[config.mk]
export PLATFORM = sky130hd
export DESIGN_NAME = riscv_state_dump_flat
export DESIGN_NICKNAME = d
export VERILOG_FILES = /design/src/rtl/riscv_state_dump_if.sv /design/src/rtl/riscv_state_dump.sv /design/src/flat_wrapper.sv
export SDC_FILE = /design/constraint.sdc
export NUM_CORES = 1
export LEC_CHECK = 0
export CORE_ASPECT_RATIO = 1.4
export CORE_MARGIN = 2
export CORE_UTILIZATION = 58
export DETAILED_ROUTE_END_ITERATION = 12
export DONT_BUFFER_PORTS = 1
export PLACE_DENSITY = 0.84
export SLEW_MARGIN = 40
export SYNTH_ARGS = -nofsm -noshare
export SYNTH_HDL_FRONTEND = slang
export SYNTH_SLANG_ARGS = --single-unit
export TNS_END_PERCENT = 20
[constraint.sdc]
create_clock -name clk -period 2.96 [get_ports clk]
set_input_delay 0.592 -clock clk [delete_from_list [all_inputs] [get_ports clk]]
set_output_delay 0.592 -clock clk [all_outputs]
set_load 0.005 [all_outputs]
[src/rtl/riscv_state_dump_if.sv]
// Bus bundle for riscv_state_dump: register-file and data-memory read ports plus
// the valid/ready result stream. The master side is the dump engine.
interface riscv_state_dump_if #(
   parameter int WIDTH = 32
);
   logic             reg_re;
   logic [4:0]       reg_addr;
   logic [WIDTH-1:0] reg_rdata;
   logic             mem_re;
   logic [9:0]       mem_addr;
   logic [WIDTH-1:0] mem_rdata;
   logic             out_valid;
   logic             out_ready;
   logic [WIDTH-1:0] out_data;
   logic             out_last;

   modport master (
      output reg_re, reg_addr,
      input  reg_rdata,
      output mem_re, mem_addr,
      input  mem_rdata,
      output out_valid, out_data, out_last,
      input  out_ready
   );

   modport slave (
      input  reg_re, reg_addr,
      output reg_rdata,
      input  mem_re, mem_addr,
      output mem_rdata,
      input  out_valid, out_data, out_last,
      output out_ready
   );
endinterface

[src/rtl/riscv_state_dump.sv]
// End-of-run state dump: streams x0..x(NREGS-1) then DMem[0..DMEM_DEPTH-1] through a
// 2-entry credit-managed FIFO. Define DUMP_HEADER_EN to prepend a {16'hDB60, count} header.
module riscv_state_dump #(
   parameter int NREGS      = 32,
   parameter int DMEM_DEPTH = 1024,
   parameter int WIDTH      = 32
) (
   input  logic               clk,
   input  logic               rst,
   input  logic               start,
   output logic               busy,
   output logic               done,
   riscv_state_dump_if.master bus
);

`ifdef DUMP_HEADER_EN
   localparam bit HDR_EN = 1'b1;
`else
   localparam bit HDR_EN = 1'b0;
`endif

   localparam logic [15:0]      WORD_COUNT = 16'(NREGS + DMEM_DEPTH);
   localparam logic [WIDTH-1:0] HDR_WORD   = WIDTH'({16'hDB60, WORD_COUNT});

   typedef enum logic [2:0] {IDLE, HDR, REGS, MEM, DRAIN, DONE} state_t;
   typedef enum logic [1:0] {SRC_HDR, SRC_REG, SRC_MEM} src_t;

   state_t         state, state_nx;
   logic [15:0]    idx, idx_nx;
   logic           inflight, inflight_last;
   src_t           inflight_src;
   logic [WIDTH:0] fifo [2];
   logic           wr_ptr, rd_ptr;
   logic [1:0]     count;

   logic           issue_ok, issue, issue_last;
   src_t           issue_src;
   logic           pop, fifo_push, fifo_pop, head_valid;
   logic [WIDTH:0] ret_word, head_word;

   // Returning read data bypasses an empty FIFO so a word is visible the cycle it arrives.
   always_comb begin
      ret_word = '0;
      case (inflight_src)
         SRC_HDR: ret_word = {1'b0, HDR_WORD};
         SRC_REG: ret_word = {1'b0, bus.reg_rdata};
         SRC_MEM: ret_word = {inflight_last, bus.mem_rdata};
         default: ret_word = '0;
      endcase
   end

   assign head_valid = (count != 2'd0) || inflight;
   assign head_word  = (count != 2'd0) ? fifo[rd_ptr] : ret_word;
   assign pop        = head_valid && bus.out_ready;
   assign fifo_pop   = pop && (count != 2'd0);
   assign fifo_push  = inflight && !(pop && (count == 2'd0));
   assign issue_ok   = ({1'b0, count} + {2'b0, inflight}) < (3'd2 + {2'b0, pop});

   assign bus.out_valid = head_valid;
   assign bus.out_data  = head_valid ? head_word[WIDTH-1:0] : '0;
   assign bus.out_last  = head_valid ? head_word[WIDTH] : 1'b0;
   assign busy          = (state != IDLE) && (state != DONE);
   assign done          = (state == DONE);

   always_comb begin
      state_nx     = state;
      idx_nx       = idx;
      issue        = 1'b0;
      issue_src    = SRC_REG;
      issue_last   = 1'b0;
      bus.reg_re   = 1'b0;
      bus.reg_addr = '0;
      bus.mem_re   = 1'b0;
      bus.mem_addr = '0;
      case (state)
         IDLE: begin
            if (start) begin
               state_nx = HDR_EN ? HDR : REGS;
               idx_nx   = '0;
            end
         end
         HDR: begin
            if (issue_ok) begin
               issue     = 1'b1;
               issue_src = SRC_HDR;
               state_nx  = REGS;
            end
         end
         REGS: begin
            if (issue_ok) begin
               issue        = 1'b1;
               issue_src    = SRC_REG;
               bus.reg_re   = 1'b1;
               bus.reg_addr = idx[4:0];
               if (idx == 16'(NREGS - 1)) begin
                  idx_nx   = '0;
                  state_nx = MEM;
               end else begin
                  idx_nx = idx + 16'd1;
               end
            end
         end
         MEM: begin
            if (issue_ok) begin
               issue        = 1'b1;
               issue_src    = SRC_MEM;
               bus.mem_re   = 1'b1;
               bus.mem_addr = idx[9:0];
               if (idx == 16'(DMEM_DEPTH - 1)) begin
                  issue_last = 1'b1;
                  idx_nx     = '0;
                  state_nx   = DRAIN;
               end else begin
                  idx_nx = idx + 16'd1;
               end
            end
         end
         DRAIN: begin
            // Leave as soon as the final pop empties the buffer, so done follows immediately.
            if (({1'b0, count} + {2'b0, inflight}) == {2'b0, pop})
               state_nx = DONE;
         end
         DONE:    state_nx = IDLE;
         default: state_nx = IDLE;
      endcase
   end

   always_ff @(posedge clk or posedge rst) begin
      if (rst) begin
         state         <= IDLE;
         idx           <= '0;
         inflight      <= 1'b0;
         inflight_last <= 1'b0;
         inflight_src  <= SRC_REG;
         wr_ptr        <= 1'b0;
         rd_ptr        <= 1'b0;
         count         <= '0;
         fifo[0]       <= '0;
         fifo[1]       <= '0;
      end else begin
         state    <= state_nx;
         idx      <= idx_nx;
         inflight <= issue;
         if (issue) begin
            inflight_src  <= issue_src;
            inflight_last <= issue_last;
         end
         if (fifo_push) begin
            fifo[wr_ptr] <= ret_word;
            wr_ptr       <= ~wr_ptr;
         end
         if (fifo_pop)
            rd_ptr <= ~rd_ptr;
         count <= count + {1'b0, fifo_push} - {1'b0, fifo_pop};
      end
   end

endmodule

[src/flat_wrapper.sv]
// flat-port wrapper written by rule: the top's interface ports become plain ports
module riscv_state_dump_flat 
#(
   parameter int NREGS      = 32,
   parameter int DMEM_DEPTH = 1024,
   parameter int WIDTH      = 32
)
  (clk, rst, start, busy, done, bus_reg_re, bus_reg_addr, bus_reg_rdata, bus_mem_re, bus_mem_addr, bus_mem_rdata, bus_out_valid, bus_out_data, bus_out_last, bus_out_ready);
  riscv_state_dump_if #(.WIDTH(WIDTH)) bus_i ();
  input  logic clk;
  input  logic rst;
  input  logic start;
  output logic busy;
  output logic done;
  output wire logic [$bits(bus_i.reg_re)-1:0] bus_reg_re;
  output wire logic [$bits(bus_i.reg_addr)-1:0] bus_reg_addr;
  input wire logic [$bits(bus_i.reg_rdata)-1:0] bus_reg_rdata;
  output wire logic [$bits(bus_i.mem_re)-1:0] bus_mem_re;
  output wire logic [$bits(bus_i.mem_addr)-1:0] bus_mem_addr;
  input wire logic [$bits(bus_i.mem_rdata)-1:0] bus_mem_rdata;
  output wire logic [$bits(bus_i.out_valid)-1:0] bus_out_valid;
  output wire logic [$bits(bus_i.out_data)-1:0] bus_out_data;
  output wire logic [$bits(bus_i.out_last)-1:0] bus_out_last;
  input wire logic [$bits(bus_i.out_ready)-1:0] bus_out_ready;
  assign bus_reg_re = bus_i.reg_re;
  assign bus_reg_addr = bus_i.reg_addr;
  assign bus_i.reg_rdata = bus_reg_rdata;
  assign bus_mem_re = bus_i.mem_re;
  assign bus_mem_addr = bus_i.mem_addr;
  assign bus_i.mem_rdata = bus_mem_rdata;
  assign bus_out_valid = bus_i.out_valid;
  assign bus_out_data = bus_i.out_data;
  assign bus_out_last = bus_i.out_last;
  assign bus_i.out_ready = bus_out_ready;
  riscv_state_dump #(.NREGS(NREGS), .DMEM_DEPTH(DMEM_DEPTH), .WIDTH(WIDTH)) u_core (.clk(clk), .rst(rst), .start(start), .busy(busy), .done(done), .bus(bus_i));
endmodule
==> impl_metrics.py <==
metrics = {
    "global_routing": {
        "grt_usage": 0.250,
        "grt_start_max_net_pins": 67,
        "grt_pass1_vias": 3896,
        "grt-ovfl-total": 0,
        "grt_pass1_wl_um": 19100,
        "antenna_found_initial": 0,
    },
    "placement": {
        "place_area_mm2": 0.00513,
        "dp_hpwl_um": 8160,
        "gp_congestion": 0.884,
        "portBuffers": 0,
        "pre_cts_slack_ns": 0.280,
    },
    "sta": {
        "setup_violations": 0,
        "whs_ns": 0.200,
        "period_share": 0.964,
        "fin_setup_tns_ns": 0,
        "drv_slew": 0,
        "hold_violations": 0,
        "clock-skew-final_ns": 0.00699,
        "max_slew_margin": 0.532,
        "worstMarginPinSlew_ns": 0.701,
        "final.min_clock_period_ns": 2.85,
        "fmax_mhz": 350,
        "rsz0062_at_grt": "false",
        "fin_ws_ns": 0.106,
    },
    "synth": {
        "netlist_area_mm2": 0.00507,
        "yosysSeqAreaShare": 0.459,
        "synth_top_area_cell": "dfrtp_1",
        "ys_warn_count": 0,
        "synth-main-ff-cell": "dfrtp_1",
        "synthCells": 554,
        "syn_avg_cell_area_um2": 9.15,
        "synth_edf_count": 0,
        "synth_fp_nets": 628,
        "synth.distinct_cells": 56,
        "ys_ff_latch": 93,
        "synth_common_cells": "dfrtp_1, a21oi_1, nand2_1, nor2_1, o21ai_0",
        "synth_top_area_share": 0.454,
        "ys_async_sr_fraction": 1.00,
        "synth_area_leaders": "dfrtp_1, mux2i_1, a21oi_1",
        "yosysMostFrequentCell": "dfrtp_1",
    },
    "cts": {
        "insertion_delay_ns": 0.34,
        "tritoncts": "yes",
        "post_cts_buffers": 0,
        "h-tree-depth": 3,
        "clockBufferDepth": 2,
        "clock-sinks": 93,
        "cts.clk_slew.worst_paths_ns": 0.06,
        "cts_hold_buf": 0,
        "cts_buffers": 9,
        "cts-root-buf": "clkbuf_16",
    },
    "critical_path": {
        "start_kind": "flop",
        "r2r_cells": 8,
        "crit_arrival_ns": 2.26,
        "path_max_fanout": 12,
        "reg2reg_slack_ns": 0.53,
        "regToRegStartpoint": "u_core.inflight",
        "r2r_end": "u_core.idx[8]",
        "criticalPathCategory": "reg -> out",
        "required_ns": 2.37,
        "cp-end-kind": "primary output",
    },
    "die": {
        "start_util": 0.592,
        "dieArea_mm2": 0.00951,
        "rows": 40,
        "die_x_um": 83.0,
        "core-area_mm2": 0.00856,
        "chipHeight_um": 115,
        "io_pins": 121,
    },
    "routing": {
        "drt_iter0_drc": 267,
        "drc": 0,
        "drtAntennaViolNets": 0,
        "routed_wl_um": 11800,
        "vias": 4098,
        "firstDrtPassIters": 4,
        "wl_per_cell_um": 18.3,
        "avgViaCountPerCell": 6.32,
    },
    "layout": {
        "drive_gt1_frac": 0.109,
        "syn2layout_area_growth_pct": 7.38,
        "nNetsFinal": 612,
        "insertedDiodeCount": 0,
        "final_area_mm2": 0.00544,
    },
    "power": {
        "p_per_area_mw_per_mm2": 1180,
        "total_power_mw": 6.45,
        "p_leak_nw": 2.42,
        "ir_drop_v": 0.000871,
    },
    "flow_run": {
        "cap_violations": 0,
    },
    "min_path": {
        "hp-class": "in -> async",
    },
    "run_status": {
        "status": "finished clean",
    },
}
-- stage by stage --
step | std cells | utilization
2_1_floorplan | 554 | -
3_3_place_gp | 632 | 0.599
3_5_place_dp | 632 | 0.599
4_1_cts | 648 | 0.635
5_1_grt | 648 | 0.636
6_report | 648 | 0.636
-- per-layer routing --
| layer | GRT usage | up-vias | wire (µm) |
|---|---|---|---|
| met5 | 0 | - | 0 |
| met4 | 0.0842 | 0 | 168 |
| met3 | 0.0548 | 14 | 619 |
| met2 | 0.442 | 125 | 6230 |
| met1 | 0.303 | 2011 | 4820 |
| li1 | - | 1948 | - |
-- registers in the layout (all words and copies together), names as in the netlist --
register,cells
u_core.count,2
u_core.fifo,66
u_core.inflight_src,2
u_core.idx,16
u_core.inflight_last,1
u_core.inflight,1
u_core.wr_ptr,1
u_core.state,3
u_core.rd_ptr,1
-- how the worst max path moves through the flow --
stage / start / to / depth (start not counted)
6_report: u_core.inflight / bus_mem_addr[3] / 7
3_5_place_dp: u_core.inflight / bus_mem_addr[3] / 7
3_3_place_gp: u_core.inflight / bus_mem_addr[3] / 7
4_1_cts: u_core.inflight / bus_mem_addr[3] / 7
5_1_grt: u_core.inflight / bus_mem_addr[3] / 7
2_1_floorplan: u_core.inflight / bus_mem_addr[3] / 8
-- final cells by class --
type | instances | area (µm²)
fill | 705 | 3120
multi-input combinational | 399 | 2480
sequential | 93 | 2330
clock buffer | 14 | 264
tap | 105 | 131
timing repair buffer | 15 | 125
inverter | 20 | 78.8
clock inverter | 2 | 35.0
-- cell usage in the layout (no fill, tap or decap), drive strengths merged, types with 2 or more instances in the layout --
cell type / count
nor2: 47
a41oi: 3
a22o: 2
and3: 7
nand3: 12
nand2: 54
xnor2: 3
ha: 6
a21o: 5
inv: 19
nor3: 6
xor2: 2
o22ai: 33
and4: 3
nor2b: 5
o2bb2ai: 2
or2: 2
or3: 2
a31oi: 6
dfrtp: 92
and2: 16
clkbuf: 14
nand4: 4
a22oi: 24
nor4b: 2
a21oi: 62
o21ai: 42
nand2b: 4
mux2i: 34
buf: 15
-- power breakdown --
part / leakage (nW) / internal, mW / switching, mW
clock: 0.147 / 0.700 / 0.454
sequential: 1.14 / 1.79 / 0.423
combinational: 1.14 / 1.17 / 1.91
-- cells by family (layout without fill, tap and decap cells) --
| group | after synthesis | after routing | synth area share |
|---|---|---|---|
| buffers and inverters | 62 | 51 | 0.0578 |
| DFF | 93 | 93 | 0.459 |
| muxes | 35 | 35 | 0.0694 |
| adders and majority gates | 6 | 6 | 0.0148 |
| AOI/OAI and AO/OA | 185 | 185 | 0.220 |
| and+or+nand+nor | 168 | 168 | 0.170 |
| xor gates and xnor gates | 5 | 5 | 0.00864 |
-- worst max-delay path, stage by stage (launching register included) --
cell and delay [ns]:
dfrtp_1 0.41, or3_1 0.43, and2_1 0.19, ha_1 0.20
nor2b_2 0.18, nor2_1 0.08, and3_4 0.22, and2_2 0.21
-- what timing repair did --
item / 4_1_cts / 5_1_grt
hold endpoints to repair: 0 / 0
endpoints found under the setup margin: 15 / 15
pin swaps: 0 / 1
resized for setup: 3 / 2
(Power assumes the default switching activity.)
